### config.mk
export PLATFORM = sky130hd
export DESIGN_NAME = i2c_target_regfile_flat
export DESIGN_NICKNAME = d
export VERILOG_FILES = /design/src/rtl/i2c_target_regfile_if.sv /design/src/rtl/i2c_target_regfile.sv /design/src/flat_wrapper.sv
export SDC_FILE = /design/constraint.sdc
export NUM_CORES = 1
export LEC_CHECK = 0
export CAP_MARGIN = 20
export CORE_ASPECT_RATIO = 2
export CORE_MARGIN = 3
export CORE_UTILIZATION = 53
export CTS_BUF_LIST = sky130_fd_sc_hd__clkbuf_2 sky130_fd_sc_hd__clkbuf_4 sky130_fd_sc_hd__clkbuf_8
export DETAILED_ROUTE_END_ITERATION = 10
export MAX_ROUTING_LAYER = met4
export PLACE_DENSITY = 0.82
export SLEW_MARGIN = 20
export SYNTH_ARGS = -nofsm -noshare
export SYNTH_HDL_FRONTEND = slang
export SYNTH_SLANG_ARGS = --single-unit
### constraint.sdc
create_clock -name clk -period 2.8 [get_ports clk]
set_input_delay 0.56 -clock clk [delete_from_list [all_inputs] [get_ports clk]]
set_output_delay 0.56 -clock clk [all_outputs]
set_load 0.02 [all_outputs]
### src/rtl/i2c_target_regfile_if.sv
// Bus bundle for i2c_target_regfile: I2C pad signals, register write strobe and host read port.
// reg_we is a single-clk strobe qualifying reg_waddr/reg_wdata; there is no back-pressure.
interface i2c_target_regfile_if #(
  parameter int N     = 8,
  parameter int DEPTH = 16
);
  localparam int PW = $clog2(DEPTH);

  logic          scl;
  logic          sda;
  logic          sda_pull;
  logic          reg_we;
  logic [PW-1:0] reg_waddr;
  logic [N-1:0]  reg_wdata;
  logic [PW-1:0] host_raddr;
  logic [N-1:0]  host_rdata;
  logic          busy;
  logic [3:0]    dbg_state;

  modport slave (
    input  scl, sda, host_raddr,
    output sda_pull, reg_we, reg_waddr, reg_wdata, host_rdata, busy, dbg_state
  );

  modport master (
    output scl, sda, host_raddr,
    input  sda_pull, reg_we, reg_waddr, reg_wdata, host_rdata, busy, dbg_state
  );
endinterface

### src/rtl/i2c_target_regfile.sv
// I2C target exposing a DEPTH x N register file with an auto-incrementing pointer.
// Define I2C_TARGET_LSB_FIRST_EN to move every byte LSB first (R/W leads the address byte).
module i2c_target_regfile #(
  parameter int         N        = 8,
  parameter logic [6:0] DEV_ADDR = 7'h50,
  parameter int         DEPTH    = 16
) (
  input  logic                  clk,
  input  logic                  rst,
  i2c_target_regfile_if.slave   bus
);
  localparam int PW = $clog2(DEPTH);

  typedef enum logic [3:0] {
    IDLE, ADDR, ADDR_ACK, PTR, PTR_ACK, WDATA, WDATA_ACK, RDATA, RDATA_ACK
  } state_t;

  state_t        state_q, state_d;
  logic [3:0]    cnt_q, cnt_d;
  logic [N-1:0]  sh_q, sh_d;
  logic [PW-1:0] ptr_q, ptr_d;
  logic          pull_q, pull_d;
  logic          busy_q, busy_d;
  logic          rw_q, rw_d;
  logic          we_q, we_d;
  logic [PW-1:0] waddr_q, waddr_d;
  logic [N-1:0]  wdata_q, wdata_d;
  logic [N-1:0]  regs [DEPTH];
  logic [N-1:0]  rd_byte;

  logic scl_s1, scl_s2, scl_d;
  logic sda_s1, sda_s2, sda_d;
  logic scl_rise, scl_fall, start_det, stop_det;

  function automatic logic [N-1:0] shift_in(input logic [N-1:0] s, input logic b);
`ifdef I2C_TARGET_LSB_FIRST_EN
    return {b, s[N-1:1]};
`else
    return {s[N-2:0], b};
`endif
  endfunction

  function automatic logic out_bit(input logic [N-1:0] s);
`ifdef I2C_TARGET_LSB_FIRST_EN
    return s[0];
`else
    return s[N-1];
`endif
  endfunction

  function automatic logic [N-1:0] shift_out(input logic [N-1:0] s);
`ifdef I2C_TARGET_LSB_FIRST_EN
    return {1'b0, s[N-1:1]};
`else
    return {s[N-2:0], 1'b0};
`endif
  endfunction

  // Synchronizers idle high so reset release never looks like a START.
  always_ff @(posedge clk or negedge rst) begin
    if (!rst) begin
      scl_s1 <= 1'b1; scl_s2 <= 1'b1; scl_d <= 1'b1;
      sda_s1 <= 1'b1; sda_s2 <= 1'b1; sda_d <= 1'b1;
    end else begin
      scl_s1 <= bus.scl; scl_s2 <= scl_s1; scl_d <= scl_s2;
      sda_s1 <= bus.sda; sda_s2 <= sda_s1; sda_d <= sda_s2;
    end
  end

  assign scl_rise  = scl_s2 & ~scl_d;
  assign scl_fall  = ~scl_s2 & scl_d;
  assign start_det = scl_s2 & scl_d & sda_d & ~sda_s2;
  assign stop_det  = scl_s2 & scl_d & ~sda_d & sda_s2;
  assign rd_byte   = regs[ptr_q];

  always_comb begin
    state_d = state_q;
    cnt_d   = cnt_q;
    sh_d    = sh_q;
    ptr_d   = ptr_q;
    pull_d  = pull_q;
    busy_d  = busy_q;
    rw_d    = rw_q;
    we_d    = 1'b0;
    waddr_d = waddr_q;
    wdata_d = wdata_q;
    if (stop_det) begin
      state_d = IDLE;
      pull_d  = 1'b0;
      busy_d  = 1'b0;
    end else if (start_det) begin
      state_d = ADDR;
      cnt_d   = '0;
    end else begin
      case (state_q)
        ADDR, PTR, WDATA: begin
          if (scl_rise && cnt_q < 4'd8) begin
            sh_d  = shift_in(sh_q, sda_s2);
            cnt_d = cnt_q + 4'd1;
          end else if (scl_fall && cnt_q == 4'd8) begin
            cnt_d  = '0;
            pull_d = 1'b1;
            if (state_q == ADDR) begin
              // Both bit orders leave R/W in bit 0 and the address in [7:1].
              if (sh_q[N-1:1] == DEV_ADDR) begin
                busy_d  = 1'b1;
                rw_d    = sh_q[0];
                state_d = ADDR_ACK;
              end else begin
                pull_d  = 1'b0;
                busy_d  = 1'b0;
                state_d = IDLE;
              end
            end else if (state_q == PTR) begin
              ptr_d   = sh_q[PW-1:0];
              state_d = PTR_ACK;
            end else begin
              we_d    = 1'b1;
              waddr_d = ptr_q;
              wdata_d = sh_q;
              ptr_d   = ptr_q + PW'(1);
              state_d = WDATA_ACK;
            end
          end
        end
        ADDR_ACK: begin
          if (scl_fall) begin
            if (rw_q) begin
              pull_d  = ~out_bit(rd_byte);
              sh_d    = shift_out(rd_byte);
              cnt_d   = 4'd1;
              state_d = RDATA;
            end else begin
              pull_d  = 1'b0;
              cnt_d   = '0;
              state_d = PTR;
            end
          end
        end
        PTR_ACK, WDATA_ACK: begin
          if (scl_fall) begin
            pull_d  = 1'b0;
            cnt_d   = '0;
            state_d = WDATA;
          end
        end
        RDATA: begin
          if (scl_fall) begin
            if (cnt_q < 4'd8) begin
              pull_d = ~out_bit(sh_q);
              sh_d   = shift_out(sh_q);
              cnt_d  = cnt_q + 4'd1;
            end else begin
              pull_d  = 1'b0;
              ptr_d   = ptr_q + PW'(1);
              state_d = RDATA_ACK;
            end
          end
        end
        RDATA_ACK: begin
          // A NACK parks in IDLE, which ignores everything but START/STOP.
          if (scl_rise && sda_s2) begin
            state_d = IDLE;
          end else if (scl_fall) begin
            pull_d  = ~out_bit(rd_byte);
            sh_d    = shift_out(rd_byte);
            cnt_d   = 4'd1;
            state_d = RDATA;
          end
        end
        default: ;
      endcase
    end
  end

  always_ff @(posedge clk or negedge rst) begin
    if (!rst) begin
      state_q <= IDLE;
      cnt_q   <= '0;
      sh_q    <= '0;
      ptr_q   <= '0;
      pull_q  <= 1'b0;
      busy_q  <= 1'b0;
      rw_q    <= 1'b0;
      we_q    <= 1'b0;
      waddr_q <= '0;
      wdata_q <= '0;
    end else begin
      state_q <= state_d;
      cnt_q   <= cnt_d;
      sh_q    <= sh_d;
      ptr_q   <= ptr_d;
      pull_q  <= pull_d;
      busy_q  <= busy_d;
      rw_q    <= rw_d;
      we_q    <= we_d;
      waddr_q <= waddr_d;
      wdata_q <= wdata_d;
    end
  end

  // The array updates on the edge that raises reg_we, so a same-clk host read sees the old byte.
  always_ff @(posedge clk or negedge rst) begin
    if (!rst) begin
      for (int i = 0; i < DEPTH; i++) regs[i] <= '0;
    end else if (we_d) begin
      regs[waddr_d] <= wdata_d;
    end
  end

  assign bus.sda_pull   = pull_q;
  assign bus.reg_we     = we_q;
  assign bus.reg_waddr  = waddr_q;
  assign bus.reg_wdata  = wdata_q;
  assign bus.busy       = busy_q;
  assign bus.host_rdata = regs[bus.host_raddr];
  assign bus.dbg_state  = state_q;
endmodule

### src/flat_wrapper.sv
// flat-port wrapper written by rule: the top's interface ports become plain ports
module i2c_target_regfile_flat 
#(
  parameter int         N        = 8,
  parameter logic [6:0] DEV_ADDR = 7'h50,
  parameter int         DEPTH    = 16
)
  (clk, rst, bus_scl, bus_sda, bus_host_raddr, bus_sda_pull, bus_reg_we, bus_reg_waddr, bus_reg_wdata, bus_host_rdata, bus_busy, bus_dbg_state);
  i2c_target_regfile_if #(.N(N), .DEPTH(DEPTH)) bus_i ();
  input  logic clk;
  input  logic rst;
  input wire logic [$bits(bus_i.scl)-1:0] bus_scl;
  input wire logic [$bits(bus_i.sda)-1:0] bus_sda;
  input wire logic [$bits(bus_i.host_raddr)-1:0] bus_host_raddr;
  output wire logic [$bits(bus_i.sda_pull)-1:0] bus_sda_pull;
  output wire logic [$bits(bus_i.reg_we)-1:0] bus_reg_we;
  output wire logic [$bits(bus_i.reg_waddr)-1:0] bus_reg_waddr;
  output wire logic [$bits(bus_i.reg_wdata)-1:0] bus_reg_wdata;
  output wire logic [$bits(bus_i.host_rdata)-1:0] bus_host_rdata;
  output wire logic [$bits(bus_i.busy)-1:0] bus_busy;
  output wire logic [$bits(bus_i.dbg_state)-1:0] bus_dbg_state;
  assign bus_i.scl = bus_scl;
  assign bus_i.sda = bus_sda;
  assign bus_i.host_raddr = bus_host_raddr;
  assign bus_sda_pull = bus_i.sda_pull;
  assign bus_reg_we = bus_i.reg_we;
  assign bus_reg_waddr = bus_i.reg_waddr;
  assign bus_reg_wdata = bus_i.reg_wdata;
  assign bus_host_rdata = bus_i.host_rdata;
  assign bus_busy = bus_i.busy;
  assign bus_dbg_state = bus_i.dbg_state;
  i2c_target_regfile #(.N(N), .DEV_ADDR(DEV_ADDR), .DEPTH(DEPTH)) u_core (.clk(clk), .rst(rst), .bus(bus_i));
endmodule
==> impl.org, run 1 <==
** Run status
- The flow ran to the end, and the final reports show no timing, DRC or antenna violations.

** Floorplanning
- Die Area :: around 19,000 um2
- Area of the placeable core :: about 17,000 um2
- Measured along the y axis, the die boundary spans around 190 um.
- 35 I/O pins were placed.
- The initialized floorplan defines 67 standard-cell rows.
- Initial standard-cell utilization of the core :: 54.0%
- Width of the die :: a little under 100 um

** Clocking
- The longest clock path from root to sink contains 2 buffers.
- Max H-tree Level :: 4
- CTS buffer count :: 17
- The tree is rooted in a sky130_fd_sc_hd__clkbuf_8.
- Hold repair after CTS inserted 0 buffers.
- Source-to-sink clock delay at the later pin of the worst-skew pair :: around 470 ps
- TritonCTS built the clock tree.
- Counting every sink on the clock net gives 170.
- Clock edge transition at the registers on the reported setup and hold paths :: about 100 ps

** Global route
- The initial antenna violation count is 0.
- In the global route stage, overall resource usage came out at about 28%.
- Vias in the first global route :: 6,960
- First-pass GRT wire length :: around 39 mm
- Largest net degree at the start of global routing :: 60
- Gr ovfl total :: 0

** Hold path
- The path class of the tightest hold or removal check is input port to async pin.

** Yosys
- The synthesized design contains 170 register bits.
- EDFF count, synth :: 0
- Of all cell types, the one taking the most synthesized area is sky130_fd_sc_hd__dfrtp_1.
- Post-Synthesis Cells :: just over 700
- Sequential cells were found to cover 47.1% of the synthesized design area.
- Avg Cell Area, Syn :: about 13 um2
- The synthesized netlist contains 60 unique library cells.
- In the synthesized netlist the dominant register cell turns out to be sky130_fd_sc_hd__dfrtp_1.
- Count leader, synth :: sky130_fd_sc_hd__dfrtp_1
- In this run the biggest area consumer among cell types represents a little under half of the synthesized area.
- After synthesis, the share of flip-flops with an asynchronous set or reset is 100%.
- Nets in the synthesized netlist :: roughly 730
- Yosys warns :: 0
- Most instantiated cells after synthesis :: sky130_fd_sc_hd__dfrtp_1, sky130_fd_sc_hd__mux2_2, sky130_fd_sc_hd__nand2_1
- Cell area after technology mapping :: slightly above 9000 um2
- Cell types with the largest area share after synthesis :: sky130_fd_sc_hd__dfrtp_1, sky130_fd_sc_hd__mux4_2, sky130_fd_sc_hd__mux2_2, sky130_fd_sc_hd__o21ai_0, sky130_fd_sc_hd__nand2_1

** Setup path
- Maximum fanout along the worst path :: 16
- Kind of cell with the highest combined delay on the critical path :: multiplexers
- Counting cells, the worst reg-to-reg path comes to 7.
- Among all stages on the critical path, the largest delay is contributed by sky130_fd_sc_hd__mux4_2.
- Total buffers and inverters traversed by the critical path :: 3
- Longest individual stage delay on the worst path :: 500 ps
- The worst setup path is launched from an input port.
- Required time worst endpoint :: around 2200 ps
- For the worst setup path, the data arrival time is around 2200 ps.
- The critical path crosses 5 cells after its start point.
- Critical Path Sink Type :: output pin
- Critical path class :: input port to output pin
- Ordered cell list for the critical path :: clkdlybuf4s15_2, buf_12, mux4_2, mux4_2, clkdlybuf4s15_2

** Timing
- At the pin with the least slew margin, the transition time is between 600 and 700 ps.
- Clock period minus worst slack :: approximately 2700 ps
- Fin. max-slew vios :: 0
- The number of hold-slack violations in the final timing report came to 0.
- In the post-route analysis, the smallest setup slack over all paths is between 50 and 60 ps.
- Setup repair after global routing left no endpoint under its margin.
- The clock arrives with ~18 ps of skew.
- Period Utilization, post-route :: around 100%
- Relative slew slack :: 55.0%
- Setup violations remaining at the end of the flow were counted as 0.
- Static timing analysis puts the maximum clock frequency at 365 MHz.

** Power
- Summed over all nets, the switching power comes to roughly 1.8 mW.
- Relative contribution of sequential cells to total power :: between 40% and 50%
- Switching share of power :: between 30% and 40%
- Across the VDD grid, the largest voltage drop is ~380 uV.
- Static power due to leakage :: around 4.4 nW
- Combinational cells account for approximately a fifth of the total power.
- Power spread over the standard cell area amounts to approximately 560 nW/um2.
- The internal power of the cells totals roughly 4.0 mW.
- In this run, the clock network consumes 33.1% of the power.

** Job
- Max-cap violations in this run came to 0.

** Cells and area
- Share of cells above drive strength 1 :: about a third
- Layout overhead on the synthesized area :: 14.3%
- Cells fill 61.7% of the core in the end.
- Post-route non-filler standard cell count :: approximately 1,000
- Ant diodes :: 0
- The net count of the finished layout is between 700 and 800.

** Placed design
- The wire-length estimate of the detail-placed layout is approximately 17 mm.
- Final RePlAce weighted congestion :: between 0.9 and 1
- Count of port buffers added during placement :: 34
- Placed insts :: about 940
- Prior to clock tree synthesis, the placed netlist has a worst setup slack of -508 ps.

** Routing
- The routed design has roughly 25 mm of wire.
- Number of DRC violations after detailed-routing iteration 0 :: approximately 700
- Count of antenna-violating nets left after detailed routing :: 0
- The first detailed-routing pass took 5 iterations.
- Across all layers, the routed design uses 6,663 vias.
- In the routed design, unresolved DRC markers number 0.
- In the routed layout, each cell is associated on average with a via count of 6.79.
- Wirelength per Cell :: 25.5 um
sequential cells by signal, summed over array words and instances (netlist names), 4 cells and up:
| signal | count |
|---|---|
| u_core.sh_q | 8 |
| u_core.bus.reg_wdata | 8 |
| u_core.bus.dbg_state | 4 |
| u_core.ptr_q | 4 |
| u_core.cnt_q | 4 |
| u_core.regs | 128 |
| u_core.bus.reg_waddr | 4 |
through the flow:
step           power, mW  hold WS [ps]  cell area [um2]  TNS, ps
3_3_place_gp        3.85           348             9790    -3520
6_report            5.82          68.6            10300        0
4_1_cts             5.81          74.2            10300    -5.15
3_5_place_dp        3.90           351             9790    -3630
2_1_floorplan       3.46           264             9050        0
5_1_grt             6.08          94.3            10300        0
power by group through the flow:
stage / registers [mW] / clock network, mW / logic (mW)
3_5_place_dp: 2.80 / 0 / 1.09
4_1_cts: 2.76 / 1.95 / 1.11
2_1_floorplan: 2.70 / 0 / 0.756
3_3_place_gp: 2.80 / 0 / 1.05
5_1_grt: 2.78 / 2.06 / 1.24
6_report: 2.77 / 1.93 / 1.13
cells by family (layout without fill, tap and decap cells):
group                      count (synthesis)  after routing  share of synthesized area (%)
AOI/OAI and AO/OA                        121            121                           7.77
xor gates and xnor gates                   2              2                          0.194
adders and majority gates                  3              3                          0.415
buffers and inverters                     67            120                           3.25
DFF                                      170            170                           47.1
muxes                                    177            177                           30.6
and+or+nand+nor                          181            181                           10.7
cell usage in the layout, fill, tap and decap left out, drive strengths merged, types with 6 or more instances in the layout:
cell type / instances
nand2: 78
a21oi: 18
nor3: 10
mux2: 84
nand3: 22
mux4: 71
o21ai: 69
mux2i: 22
inv: 15
clkbuf: 25
dfrtp: 164
nor2b: 8
dfstp: 6
a31oi: 9
buf: 42
clkdlybuf4s50: 23
nor2: 31
worst reg2reg max path, delay by kind of cell, from the launching register on:
kind,cells,cell delay [ps]
simple gates,4,1010
mux,1,360
flops,1,620
buf+inv,2,490
path summary, 6_finish.rpt:
kind                                          end  slack, ps               from
worst max-delay path            bus_host_rdata[4]         60  bus_host_raddr[1]
worst min-delay path              u_core.cnt_q[2]         70                rst
worst max register to register    u_core.regs[28]        200       u_core.scl_d
worst min register to register      u_core.scl_s2        360      u_core.scl_s1
max in group asynchronous         u_core.regs[68]       2020                rst
min in group clk                    u_core.scl_s2        360      u_core.scl_s1
metal layers:
metal	up-vias	share of wire (%)	wire length [um]	global-route usage, %
li1	2770	-	-	-
met2	376	53	13200	46.7
met5	-	0	0	-
met3	119	5.6	1400	4.06
met1	3398	34	8430	30.7
met4	0	7.6	1900	21.2
area by class of cell:
cell class,instances,area [um2]
clock inverter,11,168
tap,207,259
inverter,14,52.6
fill,1247,6420
clock buffer,21,277
sequential,170,4260
timing repair buffer,74,820
multi-input combinational,484,4510
repair_timing:
| action | CTS | global route |
|---|---|---|
| endpoints found under the setup margin | 8 | 6 |
| setup buffers | 0 | 2 |
| gates resized for setup | 29 | 5 |
| gates cloned | 2 | 1 |
(Power assumes the default switching activity.)
==> run 2: changes to the inputs <==
--- a/config.mk
+++ b/config.mk
@@ -8,11 +8,13 @@
 export CAP_MARGIN = 20
 export CORE_ASPECT_RATIO = 2
 export CORE_MARGIN = 3
-export CORE_UTILIZATION = 53
+export CORE_UTILIZATION = 60
 export CTS_BUF_LIST = sky130_fd_sc_hd__clkbuf_2 sky130_fd_sc_hd__clkbuf_4 sky130_fd_sc_hd__clkbuf_8
 export DETAILED_ROUTE_END_ITERATION = 10
+export GPL_TIMING_DRIVEN = 1
 export MAX_ROUTING_LAYER = met4
-export PLACE_DENSITY = 0.82
+export PLACE_DENSITY = 0.9
+export SKIP_LAST_GASP = 1
 export SLEW_MARGIN = 20
 export SYNTH_ARGS = -nofsm -noshare
 export SYNTH_HDL_FRONTEND = slang
==> impl.org, run 2 (synthesized netlist as in run 1, its figures left out) <==
** Run status
- Status :: finished, violations left
- Failing checks :: negative setup slack

** Setup path
- At the worst endpoint, the required time is between 3000 and 4000 ps.
- Maximum fanout along the worst path :: 24
- STA classifies the critical path endpoint as a flop.
- Critical path class :: flop to flop
- Arrival @ worst endpoint :: between 3000 and 4000 ps
- The signal on the critical path passes through inv_1, ha_1, nand2b_1, nor4bb_4, buf_12, mux2i_1, o21ai_0.
- On the worst path, the slowest cell contributes a delay of roughly 690 ps.
- Critical-path top delay cell :: sky130_fd_sc_hd__mux2i_1
- STA classifies the critical path startpoint as a flop.

** Routing
- Wirelength per Cell :: 27.8 um
- In the routed layout, each cell is associated on average with a via count of approximately 7.3.
- After detailed routing, the total wire length is ~27 mm.
- The routed layout has around 7,000 vias.
- The first detailed-routing pass ran for 6 iterations.
- Remaining DRCs :: 0
- Count of antenna-violating nets left after detailed routing :: 0
- The detailed router finished its first iteration with ~1,000 violations.

** Power
- Summed over all cells, the static leakage comes to 4.36 nW.
- Dividing total power by cell area gives a power density of 557 nW/um2.
- Maximum VDD drop :: around 350 uV

** Global route
- Met1 routing resource usage after global routing :: between 30 and 40%
- Global routing used between 8 and 9% of the available met3 tracks.
- The global routing stage identified its most utilized layer as met2.
- For this run the aggregate overflow at the end of global routing stands at 0.
- GRT met2 Usage :: 55.1%
- Total Routing Usage GR :: 34.1%
- The first global-routing pass estimated around 41 mm of wire.
- The initial antenna violation count came to 0.
- Largest net degree at the start of global routing :: 71
- Vias in the first global route :: between 7,000 and 8,000

** Clocking
- In this run the deepest clock path goes through 2 buffers.
- Max H-tree Level :: 4
- Clock tree from TritonCTS :: yes
- Clock edge transition at the registers on the reported setup and hold paths :: around 100 ps
- For this design, the sink count on the clock tree is 170.
- Post-CTS repair timing setup buffer count :: 0
- Clock Tree Root :: sky130_fd_sc_hd__clkbuf_8
- For the worst-skew pair, the clock arrives at the later sink with an insertion delay of between 400 and 500 ps.
- CTS buffer count :: 17

** Cells and area
- Net count reported at finish :: 763
- Post-route design area :: 10,200 um2
- Max reg flops :: 128
- Layout overhead on the synthesized area :: 12.7%
- Area used by multi-input combinational logic :: 4510 um2
- Ant diodes :: 0
- Largest register by flop count :: u_core.regs
- The layout has 960 filler cells.
- The library cell used most frequently in the layout, excluding fill and tap cells, is sky130_fd_sc_hd__dfrtp_1.
- Core utilization of the finished layout :: roughly 70%
- Sequential cell area :: between 4000 and 5000 um2
- Commonest cells after routing, fill and taps aside :: sky130_fd_sc_hd__dfrtp_1, sky130_fd_sc_hd__mux2_2, sky130_fd_sc_hd__nand2_1, sky130_fd_sc_hd__mux4_2, sky130_fd_sc_hd__o21ai_0
- Cells with a size suffix above 1 make up approximately a third of the layout.

** Timing
- After layout, the worst setup slack is -0.288 ps.
- At the pin with the least slew margin, the transition time is 771 ps.
- After layout, the worst path uses 100% of the clock period.
- Setup repair after global routing could not meet its margin everywhere.
- The count of pins over their slew limit was 0.
- Counting I/O delays and the setup requirement, the final critical path takes between 2000 and 3000 ps.
- Static timing analysis puts the maximum clock frequency at roughly 360 MHz.
- The worst pin sits at a relative slew slack of between 40% and 50%.
- The clock arrives with between 15 and 20 ps of skew.
- Setup violations remaining at the end of the flow were counted as 1.
- Number of endpoints with negative hold slack in the final report :: 0
- Worst slack on hold paths :: 24.8 ps

** Placed design
- Final RePlAce weighted congestion :: 0.939
- Count of port buffers added during placement :: 34
- Final HPWL from detailed placement :: ~17 mm
- In this run the cell area measured after placement is ~9700 um2.

** Floorplanning
- Area of the placeable core :: roughly 15,000 um2
- Width of the die :: roughly 93 um
- Die span in y :: 180 um
- Row generation in the floorplan step produced slightly above 60 rows.
- For this configuration, the core starts out at a cell density of just over 60%.
- 35 I/O pins were placed.
- The die covers around 17,000 um2.

** Hold path
- The path class of the tightest hold or removal check is input port to async pin.

** Job
- Max-cap viol count :: 0
## run 2: cell types whose count changed in the layout (fill, tap and decap cells not counted), moves of 2 or more
cell,change
sky130_fd_sc_hd__buf_12,-2
sky130_fd_sc_hd__buf_4,-6
sky130_fd_sc_hd__bufinv_16,-2
sky130_fd_sc_hd__clkbuf_2,-3
sky130_fd_sc_hd__clkdlybuf4s15_1,+3
sky130_fd_sc_hd__clkinv_2,-3
sky130_fd_sc_hd__clkinv_4,+2
sky130_fd_sc_hd__clkinvlp_4,+2
sky130_fd_sc_hd__inv_6,+3
## run 2: power by group
group | leakage (nW) | internal [mW] | total (mW) | switching (mW)
combinational | 1.84 | 0.429 | 1.12 | 0.689
sequential | 2.32 | 2.55 | 2.79 | 0.237
clock | 0.197 | 0.846 | 1.78 | 0.933
## run 2: stage by stage
step                std cells  setup TNS [ps]  power (mW)  setup WS, ps
finish                    957          -0.288        5.68        -0.288
global route              957           -78.3        5.90         -47.7
CTS                       956           -55.0        5.63         -27.4
detailed placement        922           -3590        3.87          -495
global placement          922           -3380        3.81          -477
floorplan                 721               0        3.46          97.5
## run 2: repair_timing
| item | in CTS | in global routing |
|---|---|---|
| endpoints found under the setup margin | 8 | 8 |
| resized for setup | 27 | 6 |
| hold buffers | 0 | 0 |
| gates cloned | 2 | 1 |
## run 2: critical path, delay by kind of cell, from the launching register on
family / cells / cell delay, ps
AOI/OAI and AO/OA: 1 / 410
muxes: 1 / 690
adders and majority gates: 1 / 170
and+or+nand+nor: 2 / 500
buffers and inverters: 2 / 340
DFF: 1 / 440
## run 2: layout make-up
cell class | instances | area share (%)
multi-input combinational | 484 | 44.2
sequential | 170 | 41.8
timing repair buffer | 65 | 7.19
clock buffer | 20 | 2.58
tap | 192 | 2.35
clock inverter | 12 | 1.37
inverter | 14 | 0.515
## run 2: worst paths after layout
path | to | start | slack [ps] | cells past startpoint
max | u_core.regs[73] | u_core.cnt_q[0] | -0.3 | 7
min | u_core.bus.reg_wdata[7] | rst | 20 | 1
max reg2reg | u_core.regs[73] | u_core.cnt_q[0] | -0.3 | 7
min reg2reg | u_core.scl_s2 | u_core.scl_s1 | 360 | 0
max in group asynchronous | u_core.regs[20] | rst | 2040 | 2
min in group clk | u_core.scl_s2 | u_core.scl_s1 | 360 | 0
## run 2: routing by layer
metal  vias to the layer above  routed length (um)
li1                       2756                   -
met1                      3478                8210
met2                       555               13600
met3                       221                2230
met4                         0                2550
met5                         -                   0
==> run 3: changes to the inputs <==
--- a/config.mk
+++ b/config.mk
@@ -12,8 +12,10 @@
 export CTS_BUF_LIST = sky130_fd_sc_hd__clkbuf_2 sky130_fd_sc_hd__clkbuf_4 sky130_fd_sc_hd__clkbuf_8
 export DETAILED_ROUTE_END_ITERATION = 10
 export GPL_TIMING_DRIVEN = 1
+export HOLD_SLACK_MARGIN = 0.12
 export MAX_ROUTING_LAYER = met4
 export PLACE_DENSITY = 0.9
+export RECOVER_POWER = 25
 export SKIP_LAST_GASP = 1
 export SLEW_MARGIN = 20
 export SYNTH_ARGS = -nofsm -noshare
==> impl.org, run 3 (synthesized netlist as in run 1, its figures left out) <==
** Run status
- The flow ran to the end, and the final reports show no timing, DRC or antenna violations.

** Timing
- Min setup slack post-route :: roughly 17 ps
- Relative slew slack :: between 10% and 20%
- Setup violations remaining at the end of the flow were counted as 0.
- Fin. max-slew vios :: 0
- Worst-margin pin slew :: 1250 ps
- The number of hold-slack violations in the final timing report is 0.
- Maximum clock rate :: ~360 MHz
- The clock arrives with approximately 22 ps of skew.
- Setup repair after global routing could not meet its margin everywhere.
- Subtracting the final worst setup slack from the clock period gives 2780 ps.
- Period Utilization, post-route :: 99.4%

** Global route
- The first global-routing pass estimated between 40 and 50 mm of wire.
- The number of global-route vias before repair was between 7,000 and 8,000.
- Entering global routing, the biggest net connects between 70 and 80 pins.
- The total overflow left after global routing is 0.
- Global routing used approximately a third of the available tracks.
- The initial antenna violation count is 0.

** Cells and area
- Ant diodes :: 0
- The library cell used most frequently in the layout, excluding fill and tap cells, is sky130_fd_sc_hd__dfrtp_1.
- The net count of the finished layout is ~760.
- Excluding fillers, the count of instances in the completed layout stands at ~960.
- In the layout the commonest cells are sky130_fd_sc_hd__dfrtp_1, sky130_fd_sc_hd__mux2_2, sky130_fd_sc_hd__nand2_1, sky130_fd_sc_hd__mux4_2, sky130_fd_sc_hd__o21ai_0.
- Largest register by flop count :: u_core.regs
- Layout overhead on the synthesized area :: 12.6%
- Post-route design area :: 10,200 um2
- Of the cells placed in the final design, the portion with a size suffix greater than 1 is ~33%.
- Max reg flops :: approximately 130
- For this run, the share of the core covered by cells in the final layout is 69.9%.

** Clocking
- Post-CTS repair timing setup buffer count :: 0
- CTS sink count :: 170
- Max H-tree Level :: 4
- TritonCTS built the clock tree.
- The tree is rooted in a sky130_fd_sc_hd__clkbuf_8.
- CTS buffer count :: 17
- Clock-pin slew was measured on the worst setup and hold paths at roughly 90 ps.
- The longest clock path from root to sink contains 2 buffers.
- Source-to-sink clock delay at the later pin of the worst-skew pair :: approximately 480 ps

** Routing
- The first TritonRoute pass finished after 6 iterations.
- After detailed routing, the number of remaining DRC violations is 0.
- The first routing iteration left 988 violations.
- Wirelength per Cell :: between 20 and 30 um
- Post-detailed-routing wire length :: 26.7 mm
- The final route contains just over 7,000 vias.
- Post-DR vias/cell :: roughly 7.4
- The count of nets left with antenna violations once routing finished came out at 0.

** Floorplanning
- For this configuration, the core starts out at a cell density of between 60% and 70%.
- In this run the count of I/O pins placed on the die edge is 35.
- The total area inside the core boundary comes to ~15,000 um2.
- Width of the die :: 92.9 um
- The die is about 180 um tall.
- Site row count :: 62
- The die covers around 17,000 um2.

** Placed design
- After detailed placement, the total cell area comes to between 9000 and 10,000 um2.
- In this run, placement finished with an instance count of around 920.
- Post-place setup slack :: -495 ps
- Final HPWL from detailed placement :: 17.3 mm
- The count of buffers added on input and output ports is 34.
- Final RePlAce weighted congestion :: approximately 0.94

** Setup path
- For the worst setup path, the data arrival time is roughly 2200 ps.
- Maximum fanout along the worst path :: 16
- STA classifies the critical path startpoint as an input port.
- Data on the critical path is required at its endpoint by around 2200 ps.
- STA classifies the critical path endpoint as an output pin.
- Counting cells, the worst reg-to-reg path comes to 7.
- The critical path is of the input port to output pin type.

** Power
- In this run switching power makes up 32.8% of total power.
- Static power due to leakage :: between 4 and 5 nW
- After layout, the design draws a total of around 5.7 mW.
- Combinational cells account for approximately 20% of the total power.
- Across the VDD grid, the largest voltage drop is between 300 and 400 uV.
- Power Dens Cells :: roughly 560 nW/um2
- Psw :: approximately 1.9 mW
- Share of total power in the clock network :: roughly a third
- Sequential cells account for approximately half of the total power.
- The internal power of the cells totals 3.82 mW.

** Hold path
- Along the worst hold path, the cell count comes to 0.
- Class of the most critical hold timing path :: flop to flop

** Job
- Across the run, the number of max-cap violations was 0.
==> run 3: cell count changes in the layout (fill, tap and decap cells not counted) <==
cell                              previous run  this run
sky130_fd_sc_hd__buf_12                      8         7
sky130_fd_sc_hd__buf_6                       2         1
sky130_fd_sc_hd__clkbuf_2                    0         1
sky130_fd_sc_hd__clkbuf_4                    2         3
sky130_fd_sc_hd__clkdlybuf4s50_1            23        21
sky130_fd_sc_hd__dfstp_1                     0         2
sky130_fd_sc_hd__dfstp_2                     6         4
sky130_fd_sc_hd__dlygate4sd3_1               0         3
==> run 3: what timing repair did <==
| action | 4_1_cts | 5_1_grt |
|---|---|---|
| hold buffers | 1 | 0 |
| setup endpoints to repair | 8 | 8 |
| gates cloned | 2 | 1 |
| resized for setup | 27 | 6 |
| hold endpoints to repair | 43 | 0 |
==> run 3: path summary, 6_finish.rpt <==
check                                  startpoint                      end  slack (ps)
worst max register to register    u_core.cnt_q[0]          u_core.regs[73]          30
max in group asynchronous                     rst         u_core.regs[116]         400
worst min-delay path                u_core.scl_s1            u_core.scl_s2         370
worst max-delay path            bus_host_raddr[1]        bus_host_rdata[4]          20
min in group asynchronous                     rst  u_core.bus.reg_wdata[7]         890
worst min register to register      u_core.scl_s1            u_core.scl_s2         370
==> run 3: cell type report <==
type,instances,area (um2)
Tap cell,192,240
Inverter,14,52.6
Clock buffer,20,263
Clock inverter,12,140
Multi-Input combinational cell,484,4510
Sequential cell,170,4260
Timing Repair Buffer,66,724
Fill cell,962,4390
==> run 3: power groups by stage <==
stage	clock network, mW	logic [mW]	registers, mW
after floorplan	0	0.756	2.70
after global placement	0	1.01	2.80
after detailed placement	0	1.05	2.81
after CTS	1.79	1.08	2.76
after global routing	1.91	1.20	2.79
final	1.79	1.11	2.79
==> run 3: stage by stage <==
stage | hold WS, ps | setup TNS (ps)
2_1_floorplan | 264 | 0
3_3_place_gp | 347 | -3380
3_5_place_dp | 351 | -3590
4_1_cts | 363 | -55.0
5_1_grt | 370 | -78.3
6_report | 368 | 0
==> run 3: metal layers <==
layer / up-vias / part of all wire (%) / track usage [%]
li1: 2760 / - / -
met1: 3488 / 30 / 35.6
met2: 597 / 51 / 55.2
met3: 213 / 9.0 / 8.41
met4: 0 / 9.8 / 24.4
met5: - / 0 / -
==> run 3: worst max-delay path, cell delays in order <==
cell and delay (ps):
sky130_fd_sc_hd__clkdlybuf4s18_2 310, sky130_fd_sc_hd__buf_12 200, sky130_fd_sc_hd__mux4_2 340, sky130_fd_sc_hd__mux4_2 510
sky130_fd_sc_hd__clkdlybuf4s15_2 280
